<file path="config.mk">
export PLATFORM = sky130hd
export DESIGN_NAME = dm_top_flat
export DESIGN_NICKNAME = d
export VERILOG_FILES = /design/src/rtl/dm_top_if.sv /design/src/rtl/dm_top.sv /design/src/flat_wrapper.sv
export SDC_FILE = /design/constraint.sdc
export NUM_CORES = 2
export LEC_CHECK = 0
export CAP_MARGIN = 30
export CORE_ASPECT_RATIO = 1.1
export CORE_MARGIN = 2
export CORE_UTILIZATION = 39
export CTS_BUF_LIST = sky130_fd_sc_hd__clkbuf_4 sky130_fd_sc_hd__clkbuf_8
export DETAILED_ROUTE_END_ITERATION = 7
export PLACE_DENSITY = 0.55
export SETUP_SLACK_MARGIN = 0.2
export SLEW_MARGIN = 40
export SYNTH_ARGS = -nofsm -noshare
export SYNTH_HDL_FRONTEND = slang
export SYNTH_SLANG_ARGS = --single-unit
</file>
<file path="constraint.sdc">
create_clock -name clk -period 4.1 [get_ports clk]
set_input_delay 1.025 -clock clk [delete_from_list [all_inputs] [get_ports clk]]
set_output_delay 1.025 -clock clk [all_outputs]
set_load 0.01 [all_outputs]
</file>
<file path="src/rtl/dm_top_if.sv">
// Request/response bundle between the sequencer/DAG/bus controller and the data-memory stage.
interface dm_top_if #(
    parameter int unsigned DW = 16
) ();
    logic          ps_dm_en;
    logic          ps_dm_wrt;
    logic [DW-1:0] dg_dm_add;
    logic [DW-1:0] bc_dt;
    logic          ps_dm_err_clr;
    logic [DW-1:0] dm_bc_dt;
    logic          dm_rd_vld;
    logic          dm_ps_stall;
    logic          dm_err;

    modport master (
        output ps_dm_en,
        output ps_dm_wrt,
        output dg_dm_add,
        output bc_dt,
        output ps_dm_err_clr,
        input  dm_bc_dt,
        input  dm_rd_vld,
        input  dm_ps_stall,
        input  dm_err
    );

    modport slave (
        input  ps_dm_en,
        input  ps_dm_wrt,
        input  dg_dm_add,
        input  bc_dt,
        input  ps_dm_err_clr,
        output dm_bc_dt,
        output dm_rd_vld,
        output dm_ps_stall,
        output dm_err
    );
endinterface

</file>
<file path="src/rtl/dm_top.sv">
// Data-memory stage: one single-port SRAM access per accepted request, with a
// programmable number of wait states, sticky out-of-range error and sequencer stall.
module dm_top #(
    parameter int unsigned DW          = 16,
    parameter int unsigned DEPTH       = 256,
    parameter int unsigned WAIT_STATES = 1
) (
    input  logic    clk,
    input  logic    reset,
    dm_top_if.slave bus
);
    localparam int unsigned AW     = (DEPTH > 1) ? $clog2(DEPTH) : 1;
    localparam logic [3:0]  WsInit = 4'(WAIT_STATES);
    localparam bit          NoWait = (WAIT_STATES == 0);

    typedef enum logic [1:0] {StIdle, StWait, StAccess} state_e;

    state_e        r_state;
    state_e        w_state_d;
    logic [3:0]    r_cnt;
    logic [3:0]    w_cnt_d;
    logic [AW-1:0] r_addr;
    logic [DW-1:0] r_data;
    logic          r_wrt;
    logic          r_oor;
    logic [DW-1:0] r_rd_dt;
    logic          r_rd_vld;
    logic          r_err;
    logic [DW-1:0] r_mem [DEPTH];

    logic w_accept;
    logic w_oor;
    logic w_access;
    logic w_do_wr;
    logic w_do_rd;

    // Out-of-range means any address bit above the memory index is set.
    generate
        if (DW > AW) begin : g_oor
            assign w_oor = |bus.dg_dm_add[DW-1:AW];
        end else begin : g_no_oor
            assign w_oor = 1'b0;
        end
    endgenerate

    assign w_accept = (r_state == StIdle) && bus.ps_dm_en;
    assign w_access = (r_state == StAccess);
    assign w_do_wr  = w_access && r_wrt && !r_oor;
    assign w_do_rd  = w_access && !r_wrt;

    always_comb begin
        w_state_d = r_state;
        w_cnt_d   = r_cnt;
        unique case (r_state)
            StIdle: begin
                if (bus.ps_dm_en) begin
                    if (NoWait) begin
                        w_state_d = StAccess;
                    end else begin
                        w_state_d = StWait;
                        w_cnt_d   = WsInit;
                    end
                end
            end
            StWait: begin
                w_cnt_d = r_cnt - 4'd1;
                if (r_cnt == 4'd1) begin
                    w_state_d = StAccess;
                end
            end
            StAccess: begin
                w_state_d = StIdle;
            end
            default: begin
                w_state_d = StIdle;
            end
        endcase
    end

    always_ff @(posedge clk or posedge reset) begin
        if (reset) begin
            r_state  <= StIdle;
            r_cnt    <= 4'd0;
            r_addr   <= '0;
            r_data   <= '0;
            r_wrt    <= 1'b0;
            r_oor    <= 1'b0;
            r_rd_dt  <= '0;
            r_rd_vld <= 1'b0;
            r_err    <= 1'b0;
        end else begin
            r_state  <= w_state_d;
            r_cnt    <= w_cnt_d;
            r_rd_vld <= w_do_rd;
            if (w_accept) begin
                r_addr <= bus.dg_dm_add[AW-1:0];
                r_data <= bus.bc_dt;
                r_wrt  <= bus.ps_dm_wrt;
                r_oor  <= w_oor;
            end
            if (w_do_rd) begin
                r_rd_dt <= r_oor ? '0 : r_mem[r_addr];
            end
            // A new error at the same edge as a clear takes priority.
            if (w_access && r_oor) begin
                r_err <= 1'b1;
            end else if (bus.ps_dm_err_clr) begin
                r_err <= 1'b0;
            end
        end
    end

    // Storage is not reset; an aborted access never reaches StAccess.
    always_ff @(posedge clk) begin
        if (w_do_wr) begin
            r_mem[r_addr] <= r_data;
        end
    end

    assign bus.dm_bc_dt    = r_rd_dt;
    assign bus.dm_rd_vld   = r_rd_vld;
    assign bus.dm_ps_stall = (r_state != StIdle);
    assign bus.dm_err      = r_err;
endmodule

</file>
<file path="src/flat_wrapper.sv">
// flat-port wrapper written by rule: the top's interface ports become plain ports
module dm_top_flat 
#(
    parameter int unsigned DW          = 16,
    parameter int unsigned DEPTH       = 256,
    parameter int unsigned WAIT_STATES = 1
)
  (clk, reset, bus_ps_dm_en, bus_ps_dm_wrt, bus_dg_dm_add, bus_bc_dt, bus_ps_dm_err_clr, bus_dm_bc_dt, bus_dm_rd_vld, bus_dm_ps_stall, bus_dm_err);
  dm_top_if #(.DW(DW)) bus_i ();
  input  logic clk;
  input  logic reset;
  input wire logic [$bits(bus_i.ps_dm_en)-1:0] bus_ps_dm_en;
  input wire logic [$bits(bus_i.ps_dm_wrt)-1:0] bus_ps_dm_wrt;
  input wire logic [$bits(bus_i.dg_dm_add)-1:0] bus_dg_dm_add;
  input wire logic [$bits(bus_i.bc_dt)-1:0] bus_bc_dt;
  input wire logic [$bits(bus_i.ps_dm_err_clr)-1:0] bus_ps_dm_err_clr;
  output wire logic [$bits(bus_i.dm_bc_dt)-1:0] bus_dm_bc_dt;
  output wire logic [$bits(bus_i.dm_rd_vld)-1:0] bus_dm_rd_vld;
  output wire logic [$bits(bus_i.dm_ps_stall)-1:0] bus_dm_ps_stall;
  output wire logic [$bits(bus_i.dm_err)-1:0] bus_dm_err;
  assign bus_i.ps_dm_en = bus_ps_dm_en;
  assign bus_i.ps_dm_wrt = bus_ps_dm_wrt;
  assign bus_i.dg_dm_add = bus_dg_dm_add;
  assign bus_i.bc_dt = bus_bc_dt;
  assign bus_i.ps_dm_err_clr = bus_ps_dm_err_clr;
  assign bus_dm_bc_dt = bus_i.dm_bc_dt;
  assign bus_dm_rd_vld = bus_i.dm_rd_vld;
  assign bus_dm_ps_stall = bus_i.dm_ps_stall;
  assign bus_dm_err = bus_i.dm_err;
  dm_top #(.DW(DW), .DEPTH(DEPTH), .WAIT_STATES(WAIT_STATES)) u_core (.clk(clk), .reset(reset), .bus(bus_i));
endmodule
</file>
==> impl_metrics.json <==
{
  "port_buffers": 55,
  "met3_usage_pct": 3.16,
  "synthFlopType": "edfxtp_1",
  "antenna_found_initial": 26,
  "required_ps": 5250,
  "drt-initial-drc-count": 9094,
  "cts_tree": "done",
  "core-area_um2": 411000,
  "fin_nets": 8842,
  "first_pass_iters": 6,
  "ir_drop_mv": 0.559,
  "die_y_um": 677,
  "outcome": "complete, no violations",
  "routed_wl_mm": 457,
  "post-route-util_pct": 45.0,
  "synth_seq_area_share_pct": 77.3,
  "grt_use_total_pct": 21.5,
  "max_stage_delay_ps": 770,
  "routedWlPerCell_um": 30.9,
  "whs_ps": 138,
  "crit_type": "reg2reg",
  "cp.arrival_ps": 5010,
  "finalMaxSlewViolations": 0,
  "drcViolationCount": 0,
  "grt_start_max_net_pins": 145,
  "clkLatencyLatePin_ps": 1250,
  "setup_viol": 0,
  "cap_violations": 0,
  "use_met1_pct": 28.9,
  "synthArstFlopShare_pct": 1.21,
  "final_layout_size_suffix_gt1_share_pct": 28.7,
  "final-hold-violation-count": 0,
  "ios": 56,
  "via_per_inst": 5.61,
  "crit_path_end_kind": "flip-flop",
  "gp_congestion": 0.841,
  "p_leak_nw": 59.6,
  "grt_pass1_wl_mm": 643,
  "htree_levels": 6,
  "dp_hpwl_mm": 283,
  "syn_inst": 7863,
  "hp-class": "in2async",
  "syn_nets": 7902,
  "grt_pass1_vias": 84400,
  "rows": 247,
  "worstSetupStartpointType": "flip-flop",
  "crit_chain": "and3_2 -> nand2_1 -> buf_4 -> nor3_1 -> a21oi_1 -> a41oi_2 -> a31oi_1 -> buf_4 -> a211oi_2",
  "final.period_utilization_pct": 94.2,
  "cts_buffers": 648,
  "synth_edf_count": 4096,
  "crit_path_top_delay_cell": "dfrtp_2",
  "ys_types": 70,
  "clock-sinks": 4146,
  "slew_headroom_pct": 41.6,
  "rsz0062_at_grt": "no",
  "tightest_slew_ps": 877,
  "period_minus_slack_ps": 3860,
  "die_area_um2": 417000,
  "cp_common_cell": "buf_4",
  "netlist_area_um2": 161000,
  "die_w_um": 616,
  "cts_buffer_depth": 4,
  "top_usage_layer": "met2",
  "syn2layout_area_growth_pct": 15.1,
  "multi_input_area_um2": 33700,
  "clk_pin_slew_ps": 60,
  "grt_overflow": 0,
  "synth-seq-cells": 4146,
  "vias": 83000,
  "fillCellCount": 34700,
  "grtUsageMet2_pct": 35.9,
  "critPathMaxFanout": 16,
  "fin_skew_ps": 68.6,
  "cts_root_buffer": "clkbuf_8",
  "regArea_um2": 124000,
  "p_per_area_nw_per_um2": 697,
  "initial_core_util_pct": 39.1,
  "avgSynthCellArea_um2": 20.4,
  "ant_nets": 0,
  "fmax_mhz": 259,
  "hold_buffers": 0,
  "ys_warn_count": 0
}
## flip-flops by register name, summed over array words and instances, names as in the netlist
name,count
u_core.bus.dm_err,1
u_core.bus.dm_bc_dt,16
u_core.bus.dm_rd_vld,1
u_core.r_state,2
u_core.r_cnt,4
u_core.r_oor,1
u_core.r_addr,8
u_core.r_data,16
u_core.r_mem,4096
u_core.r_wrt,1
## layer usage
| metal | vias to the layer above | routed length, um |
|---|---|---|
| met1 | 44500 | 185000 |
| li1 | 34500 | - |
| met3 | 698 | 30100 |
| met4 | 8 | 15300 |
| met5 | - | 59 |
| met2 | 3328 | 226000 |
## cell usage in the layout, fill, tap and decap left out, drive strengths merged, types with 35 or more instances in the layout
cell type,Yosys,final
a22oi,146,146
nor2,386,386
clkdlybuf4s50,0,55
nand2,251,251
mux2,73,73
o211ai,35,35
clkbuf,198,906
nand3,195,195
dfrtp,50,50
clkinv,2,201
mux4,738,738
nor3,39,39
o22ai,110,110
o21ai,42,42
a211oi,60,60
mux2i,540,540
edfxtp,4096,4096
buf,284,717
a21oi,192,192
a221oi,44,44
inv,22,48
nor2b,39,39
## synthesized netlist by cell type (16+ instances only)
| master | instances | area [um2] |
|---|---|---|
| edfxtp_1 | 4096 | 123000 |
| mux4_2 | 738 | 16600 |
| mux2i_1 | 540 | 5410 |
| nor2_1 | 386 | 1450 |
| nand2_1 | 251 | 942 |
| clkbuf_1 | 197 | 739 |
| nand3_1 | 195 | 976 |
| a21oi_1 | 191 | 956 |
| a22oi_1 | 146 | 1100 |
| buf_2 | 118 | 591 |
| o22ai_1 | 110 | 688 |
| mux2_2 | 73 | 822 |
| buf_4 | 60 | 450 |
| buf_6 | 56 | 631 |
| dfrtp_1 | 50 | 1250 |
| a211oi_1 | 45 | 338 |
| a221oi_1 | 44 | 385 |
| o21ai_0 | 42 | 210 |
| nor2b_1 | 39 | 244 |
| nor3_1 | 39 | 195 |
| o211ai_1 | 35 | 263 |
| a31oi_1 | 34 | 213 |
| or3_1 | 27 | 169 |
| buf_1 | 25 | 93.8 |
| a22o_1 | 22 | 193 |
| nor4_1 | 22 | 138 |
| inv_1 | 21 | 78.8 |
| and3_1 | 20 | 125 |
| nand4_1 | 20 | 125 |
| nand4b_1 | 17 | 149 |
| a2111oi_0 | 16 | 140 |
| a21o_1 | 16 | 120 |
## power by group
group          total [mW]  switching [mW]  internal (mW)
clock network        34.5            16.4           18.2
registers            54.8            1.65           53.2
logic                39.5            25.5           14.0
total                 129            43.5           85.3
## critical path, delay by kind of cell, from the launching register on
family	cells	cell delay (ps)
AOI/OAI and AO/OA	4	1280
DFF	1	770
and+or+nand+nor	3	1170
buffers and inverters	2	500
## cell type report
class                      instances  share of cell area, %
inverter                          24                 0.0521
clock inverter                   242                  0.894
antenna                           11                 0.0149
clock buffer                     906                   5.96
timing repair buffer             772                   3.93
sequential                      4146                   67.2
tap                             5478                   3.71
multi-input combinational       3211                   18.2
## metrics by stage
step                      area [um2]  worst slack (ps)  setup TNS (ps)  total power [mW]  std cells
after floorplan               161000               945               0              78.5       7863
after global routing          185000               206               0               133      14800
after detailed placement      172000              -112            -112              95.5      13600
after global placement        172000              -168            -334              94.7      13600
after CTS                     185000               176               0               130      14800
final                         185000               236               0               129      14800
## final timing paths
path / startpoint / end / slack [ps] / cells after the start
setup / recovery: u_core.r_addr[5] / u_core.bus.dm_bc_dt[12] / 240 / 9
hold / removal: reset / u_core.r_data[6] / 140 / 2
setup reg to reg: u_core.r_addr[5] / u_core.bus.dm_bc_dt[12] / 240 / 9
hold reg to reg: u_core.bus.dm_err / u_core.bus.dm_err / 530 / 2
max in group asynchronous: reset / u_core.r_addr[0] / 2960 / 3
min in group clk: bus_ps_dm_err_clr / u_core.bus.dm_err / 390 / 2
## cell families after synthesis
family          after synthesis  share of synthesized area (%)
compound gates              796                           3.53
xor+xnor                      2                         0.0109
simple gates               1060                           3.02
fa+ha+maj                     2                         0.0156
flops                      4146                           77.3
mux                        1351                           14.2
buf+inv                     506                           1.89
## repair_timing
| action | in CTS | in global routing |
|---|---|---|
| gates resized for setup | 9 | 5 |
| buffers inserted | 7 | 0 |
| setup endpoints to repair | 12 | 5 |
| hold endpoints to repair | 0 | 0 |
| pin swaps | 0 | 1 |
| cloned | 0 | 0 |
No activity file was read; power rests on OpenSTA's default activity.
